## src/rtl/muldiv_unit_if.sv

```systemverilog
`default_nettype none
// +----------------------------------------------------------------------------+
// | muldiv_unit_if : command/result bundle between execute stage and muldiv.   |
// | Revision 1.0                                                               |
// +----------------------------------------------------------------------------+
interface muldiv_unit_if #(
  parameter int WIDTH = 32
);
  logic             start;
  logic [1:0]       op;
  logic [WIDTH-1:0] a;
  logic [WIDTH-1:0] b;
  logic             mthi;
  logic             mtlo;
  logic [WIDTH-1:0] wdata;
  logic [WIDTH-1:0] hi;
  logic [WIDTH-1:0] lo;
  logic             busy;
  logic             done;

  modport master (
    output start, op, a, b, mthi, mtlo, wdata,
    input  hi, lo, busy, done
  );

  modport slave (
    input  start, op, a, b, mthi, mtlo, wdata,
    output hi, lo, busy, done
  );
endinterface
`default_nettype wire

```

## src/rtl/muldiv_unit.sv

```systemverilog
`default_nettype none
// +----------------------------------------------------------------------------+
// | muldiv_unit : iterative MULT/MULTU/DIV/DIVU into HI/LO, plus MTHI/MTLO.    |
// | Revision 1.0                                                               |
// +----------------------------------------------------------------------------+
module muldiv_unit #(
  parameter int WIDTH = 32
) (
  input  wire logic    clk,
  input  wire logic    reset,
  muldiv_unit_if.slave bus
);
  localparam int               CNT_W  = $clog2(WIDTH);
  localparam logic [CNT_W-1:0] C_LAST = CNT_W'(WIDTH - 1);

  typedef enum logic [1:0] {
    S_IDLE = 2'd0,
    S_RUN  = 2'd1,
    S_FIX  = 2'd2,
    S_DONE = 2'd3
  } state_t;

  state_t             r_state;
  state_t             w_next;
  logic               r_div;
  logic               r_sa;
  logic               r_sb;
  logic               r_bzero;
  logic [WIDTH-1:0]   r_mag_a;
  logic [WIDTH-1:0]   r_mag_b;
  logic [WIDTH-1:0]   r_hi;
  logic [WIDTH-1:0]   r_lo;
  logic [2*WIDTH-1:0] r_acc;
  logic [CNT_W-1:0]   r_cnt;

  logic               w_idle_like;
  logic               w_accept;
  logic               w_move;
  logic               w_sa;
  logic               w_sb;
  logic [WIDTH-1:0]   w_abs_a;
  logic [WIDTH-1:0]   w_abs_b;
  logic [WIDTH:0]     w_sum;
  logic [2*WIDTH-1:0] w_mul_step;
  logic [WIDTH:0]     w_rem_sh;
  logic               w_ge;
  logic [WIDTH-1:0]   w_diff;
  logic [2*WIDTH-1:0] w_div_step;
  logic [2*WIDTH-1:0] w_prod_fix;
  logic [WIDTH-1:0]   w_quot_fix;
  logic [WIDTH-1:0]   w_rem_fix;

  assign w_idle_like = (r_state == S_IDLE) || (r_state == S_DONE);
  assign w_accept    = w_idle_like && bus.start;
  assign w_move      = w_idle_like && !bus.start;

  // op[0] set means unsigned, so sign flags are forced to zero
  assign w_sa    = ~bus.op[0] & bus.a[WIDTH-1];
  assign w_sb    = ~bus.op[0] & bus.b[WIDTH-1];
  assign w_abs_a = w_sa ? -bus.a : bus.a;
  assign w_abs_b = w_sb ? -bus.b : bus.b;

  // Shift-add: accumulator in the upper half, multiplier consumed from the LSB
  assign w_sum      = {1'b0, r_acc[2*WIDTH-1:WIDTH]} + (r_acc[0] ? {1'b0, r_mag_a} : '0);
  assign w_mul_step = {w_sum, r_acc[WIDTH-1:1]};

  // Restoring division: {rem, quot} shifted left, rem trial-subtracted at WIDTH+1 bits
  assign w_rem_sh   = r_acc[2*WIDTH-1:WIDTH-1];
  assign w_ge       = w_rem_sh >= {1'b0, r_mag_b};
  assign w_diff     = w_rem_sh[WIDTH-1:0] - r_mag_b;
  assign w_div_step = w_ge ? {w_diff, r_acc[WIDTH-2:0], 1'b1}
                           : {w_rem_sh[WIDTH-1:0], r_acc[WIDTH-2:0], 1'b0};

  assign w_prod_fix = (r_sa ^ r_sb) ? -r_acc : r_acc;
  // Divide by zero always reports an all-ones quotient regardless of sign
  assign w_quot_fix = r_bzero ? '1
                    : ((r_sa ^ r_sb) ? -r_acc[WIDTH-1:0] : r_acc[WIDTH-1:0]);
  assign w_rem_fix  = r_sa ? -r_acc[2*WIDTH-1:WIDTH] : r_acc[2*WIDTH-1:WIDTH];

  always_ff @(posedge clk or posedge reset) begin
    if (reset) begin
      r_state <= S_IDLE;
    end else begin
      r_state <= w_next;
    end
  end

  always_comb begin
    w_next = r_state;
    case (r_state)
      S_IDLE:  if (bus.start) w_next = S_RUN;
      S_RUN:   if (r_cnt == C_LAST) w_next = S_FIX;
      S_FIX:   w_next = S_DONE;
      S_DONE:  w_next = bus.start ? S_RUN : S_IDLE;
      default: w_next = S_IDLE;
    endcase
  end

  always_ff @(posedge clk or posedge reset) begin
    if (reset) begin
      r_div   <= 1'b0;
      r_sa    <= 1'b0;
      r_sb    <= 1'b0;
      r_bzero <= 1'b0;
      r_mag_a <= '0;
      r_mag_b <= '0;
      r_acc   <= '0;
      r_cnt   <= '0;
      r_hi    <= '0;
      r_lo    <= '0;
    end else begin
      if (w_accept) begin
        r_div   <= bus.op[1];
        r_sa    <= w_sa;
        r_sb    <= w_sb;
        r_bzero <= (bus.b == '0);
        r_mag_a <= w_abs_a;
        r_mag_b <= w_abs_b;
        r_acc   <= {{WIDTH{1'b0}}, (bus.op[1] ? w_abs_a : w_abs_b)};
        r_cnt   <= '0;
      end else if (w_move) begin
        if (bus.mthi) r_hi <= bus.wdata;
        if (bus.mtlo) r_lo <= bus.wdata;
      end

      if (r_state == S_RUN) begin
        r_acc <= r_div ? w_div_step : w_mul_step;
        r_cnt <= r_cnt + CNT_W'(1);
      end

      if (r_state == S_FIX) begin
        if (r_div) begin
          r_hi <= w_rem_fix;
          r_lo <= w_quot_fix;
        end else begin
          r_hi <= w_prod_fix[2*WIDTH-1:WIDTH];
          r_lo <= w_prod_fix[WIDTH-1:0];
        end
      end
    end
  end

  assign bus.hi   = r_hi;
  assign bus.lo   = r_lo;
  assign bus.busy = (r_state == S_RUN) || (r_state == S_FIX);
  assign bus.done = (r_state == S_DONE);

endmodule
`default_nettype wire
```

## src/flat_wrapper.sv

```systemverilog
// flat-port wrapper written by rule: the top's interface ports become plain ports
module muldiv_unit_flat 
#(
  parameter int WIDTH = 32
)
  (clk, reset, bus_start, bus_op, bus_a, bus_b, bus_mthi, bus_mtlo, bus_wdata, bus_hi, bus_lo, bus_busy, bus_done);
  muldiv_unit_if #(.WIDTH(WIDTH)) bus_i ();
  input  wire logic clk;
  input  wire logic reset;
  input wire logic [$bits(bus_i.start)-1:0] bus_start;
  input wire logic [$bits(bus_i.op)-1:0] bus_op;
  input wire logic [$bits(bus_i.a)-1:0] bus_a;
  input wire logic [$bits(bus_i.b)-1:0] bus_b;
  input wire logic [$bits(bus_i.mthi)-1:0] bus_mthi;
  input wire logic [$bits(bus_i.mtlo)-1:0] bus_mtlo;
  input wire logic [$bits(bus_i.wdata)-1:0] bus_wdata;
  output wire logic [$bits(bus_i.hi)-1:0] bus_hi;
  output wire logic [$bits(bus_i.lo)-1:0] bus_lo;
  output wire logic [$bits(bus_i.busy)-1:0] bus_busy;
  output wire logic [$bits(bus_i.done)-1:0] bus_done;
  assign bus_i.start = bus_start;
  assign bus_i.op = bus_op;
  assign bus_i.a = bus_a;
  assign bus_i.b = bus_b;
  assign bus_i.mthi = bus_mthi;
  assign bus_i.mtlo = bus_mtlo;
  assign bus_i.wdata = bus_wdata;
  assign bus_hi = bus_i.hi;
  assign bus_lo = bus_i.lo;
  assign bus_busy = bus_i.busy;
  assign bus_done = bus_i.done;
  muldiv_unit #(.WIDTH(WIDTH)) u_core (.clk(clk), .reset(reset), .bus(bus_i));
endmodule
```

## config.mk

```make
export PLATFORM = sky130hd
export DESIGN_NAME = muldiv_unit_flat
export DESIGN_NICKNAME = d
export VERILOG_FILES = /design/src/rtl/muldiv_unit_if.sv /design/src/rtl/muldiv_unit.sv /design/src/flat_wrapper.sv
export SDC_FILE = /design/constraint.sdc
export NUM_CORES = 1
export LEC_CHECK = 0
export CAP_MARGIN = 20
export CORE_UTILIZATION = 36
export CTS_CLUSTER_SIZE = 10
export DETAILED_ROUTE_END_ITERATION = 8
export DONT_BUFFER_PORTS = 1
export GPL_ROUTABILITY_DRIVEN = 1
export PLACE_DENSITY_LB_ADDON = 0.1
export SLEW_MARGIN = 20
export SYNTH_ARGS = -nofsm -noshare
export SYNTH_HDL_FRONTEND = slang
export SYNTH_SLANG_ARGS = --single-unit
export TNS_END_PERCENT = 50
```

## constraint.sdc

```tcl
create_clock -name clk -period 16.3 [get_ports clk]
set_clock_uncertainty 0.15 [all_clocks]
set_input_delay 0.815 -clock clk [delete_from_list [all_inputs] [get_ports clk]]
set_output_delay 0.815 -clock clk [all_outputs]
set_load 0.03 [all_outputs]
```

==> results_dict.tcl <==
set metrics [dict create \
    viasPerCell 5.80 \
    ant_nets 0 \
    clk_pin_slew_worst_paths_ps 60 \
    vias 14300 \
    rsz0062_at_grt "no" \
    num-fill-cells 4540 \
    maxSlewHeadroom_pct 26.5 \
    maxSlewViolCount 0 \
    setup_tns_ps 0 \
    grt-ovfl-total 0 \
    ctsResizeCount 0 \
    drive_above_1_share_pct 5.12 \
    async_flop_share_pct 100 \
    finalCriticalPeriod_ps 4140 \
    syn_area_sq_um 15800 \
    fin_crit_sh_pct 25.4 \
    nets 2044 \
    numCtsBuffers 27 \
    cp-start-kind "flip-flop" \
    worst_skew_pair.late_latency_ps 550 \
    syn_nets 2120 \
    final_cells 2460 \
    worstPathRequired_ps 16580 \
    post-place-cells 2420 \
    dieArea_sq_um 44700 \
    grt_first_pass_wirelength_um 88000 \
    cts-root-buf "clkbuf_16" \
    ys_ff_latch 203 \
    ir_worst_vdd_mv 0.176 \
    num_rows 76 \
    hold_viol 0 \
    track_usage_pct 26.4 \
    finalSetupViolations 0 \
    fp.dieH_um 211 \
    diodes 0 \
    drc 0 \
    rr_worst_depth 14 \
    max_freq_mhz 241 \
    design_power_total_w 0.00432 \
    die-width_um 211 \
    synth.avg_cell_area_sq_um 8.14 \
    wl_per_cell_um 24.4 \
    dr.pass1.iters 5 \
    cp_max_fo 38 \
    ios 169 \
    drtIter0Drc 1117 \
    synth-edff-count 0 \
    cpMostUsedCell "nand2b_1" \
    gp_congestion 0.931 \
    tightest_slew_ps 1100 \
    hold_class "input pin to async pin" \
    status "completed" \
    start_util_pct 36.6 \
    cap_violations 0 \
    cts_buffer_depth 3 \
    postSynthCellCount 1940 \
    rrSetupSlack_ps 12160 \
    port_buffers 0 \
    ys_seq_area_share_pct 32.2 \
    antenna_found_initial 0 \
    crit_type "flip-flop to flip-flop" \
    r2r-end "u_core.r_acc[49]$_DFFE_PP0P_" \
    whs_ps 61.8 \
    post_cts_buffers 0 \
    clock-sinks 203 \
    max_stage_delay_ps 590 \
    critPathSlowestCell "a311oi_1" \
    power_leakage_nw 7.13 \
    worstReg2RegStart "u_core.r_acc[0]$_DFFE_PP0P_" \
    stdcell_area_sq_um 17100 \
    synth_top_flop_cell "dfrtp_1" \
    cts_tree "built" \
    synth-warning-count 0 \
    htree_levels 1 \
    power_density_nw_per_um2 253 \
    cp.arrival_ps 4420 \
    cts_hold_buf 0 \
    routed_wl_um 60000 \
    yosysUniqueCellTypes 75 \
    crit_path_end_kind "flip-flop" \
    first_global_vias 13700 \
    place_area_sq_um 16200 \
    path_cells "buf_4, and2_1, ha_1, inv_1, fa_1, nand2b_1, a21oi_1, o21ai_0, nand2b_1, nand3_1, a311oi_1, a221oi_1, xnor2_1, a221o_1" \
    grt_max_degree 97 \
    hpwl_um 46600 \
    area_growth_pct 8.24 \
    core-area_sq_um 43200 \
]
power by group:
part | switching [W] | internal (W) | total [W]
Sequential | 0.000482 | 0.000745 | 0.00123
Clock | 0.000232 | 0.000351 | 0.000583
Combinational | 0.00160 | 0.000907 | 0.00250
final cells by class:
type / instances / area, sq um / area share [%]
clock inverters: 6 / 86.3 / 0.505
inverters: 67 / 259 / 1.52
well taps: 585 / 732 / 4.28
flip-flops and latches: 203 / 5080 / 29.7
multi-input cells: 1548 / 10000 / 58.8
repair buffers: 17 / 128 / 0.747
clock buffers: 34 / 752 / 4.40
critical path: cells and delay by family, from the launching register on:
kind,cells,cell delay (ps)
flops,1,320
buf+inv,2,400
fa+ha+maj,2,640
compound gates,5,1550
xor+xnor,1,190
simple gates,4,790
cell usage in the layout (no fill, tap or decap), drive strengths merged, types with 20 or more instances in the layout:
cell and count:
a31oi 23, nand2b 20, o22ai 33, o21ai 227, o31ai 20, xnor2 87, dfrtp 203, ha 75
nor3 38, a21oi 154, xor2 88, a21o 22, clkbuf 34, mux2i 78, a22oi 21, and2 36
nor2 138, inv 68, a211oi 50, nand3 24, nor4 22, nand2 232
through the flow:
stage	util [%]	setup WS (ps)
final	39.6	12160
after global placement	37.6	12290
after floorplan	-	9800
after global routing	39.6	11930
after CTS	39.6	12220
after detailed placement	37.6	12240
cell usage after synthesis, types with 16 or more instances:
library cell / n / area, sq um
a211oi_1: 50 / 375
a21o_1: 22 / 165
a21oi_1: 153 / 766
a22oi_1: 21 / 158
a31oi_1: 23 / 144
and2_1: 33 / 206
clkbuf_1: 103 / 387
dfrtp_1: 203 / 5080
ha_1: 75 / 938
inv_1: 66 / 248
mux2i_1: 78 / 781
nand2_1: 232 / 871
nand2b_1: 19 / 119
nand3_1: 23 / 115
nand4_1: 18 / 113
nor2_1: 138 / 518
nor3_1: 37 / 185
nor4_1: 20 / 125
o21ai_0: 211 / 1060
o21ai_1: 16 / 80.1
o22ai_1: 33 / 206
o31ai_1: 17 / 128
xnor2_1: 87 / 762
xor2_1: 88 / 771
worst max path at each step:
stage / from / to / cells after the start
after floorplan: reset / u_core.bus.hi[0]$_DFFE_PP0P_ / 1
after global placement: u_core.r_acc[0]$_DFFE_PP0P_ / u_core.r_acc[49]$_DFFE_PP0P_ / 14
after detailed placement: u_core.r_acc[0]$_DFFE_PP0P_ / u_core.r_acc[49]$_DFFE_PP0P_ / 14
after CTS: u_core.r_acc[0]$_DFFE_PP0P_ / u_core.r_acc[49]$_DFFE_PP0P_ / 14
after global routing: u_core.r_acc[0]$_DFFE_PP0P_ / u_core.r_acc[49]$_DFFE_PP0P_ / 14
final: u_core.r_acc[0]$_DFFE_PP0P_ / u_core.r_acc[49]$_DFFE_PP0P_ / 14
cell families (layout without fill, tap and decap cells):
kind of cell,Yosys count,after routing,synth area share [%]
compound gates,629,629,24.6
xor+xnor,175,175,9.71
fa+ha+maj,77,77,6.20
buf+inv,189,124,4.59
flops,203,203,32.2
mux,83,83,5.30
simple gates,584,584,17.5
metal layers:
metal	wire length, um	share of wire, %	global-route usage (%)
met2	27100	45	41.9
met3	2960	4.9	2.80
met5	0	0	0
met4	1440	2.4	6.90
met1	28500	47	38.0
sequential cells by signal, indices dropped and copies added (netlist names):
register        flops
u_core.r_bzero      1
u_core.r_sa         1
u_core.r_acc       64
u_core.r_sb         1
u_core.r_cnt        5
u_core.r_mag_a     32
u_core.r_state      2
u_core.r_div        1
u_core.bus.lo      32
u_core.bus.hi      32
u_core.r_mag_b     32
(Power assumes the default switching activity.)
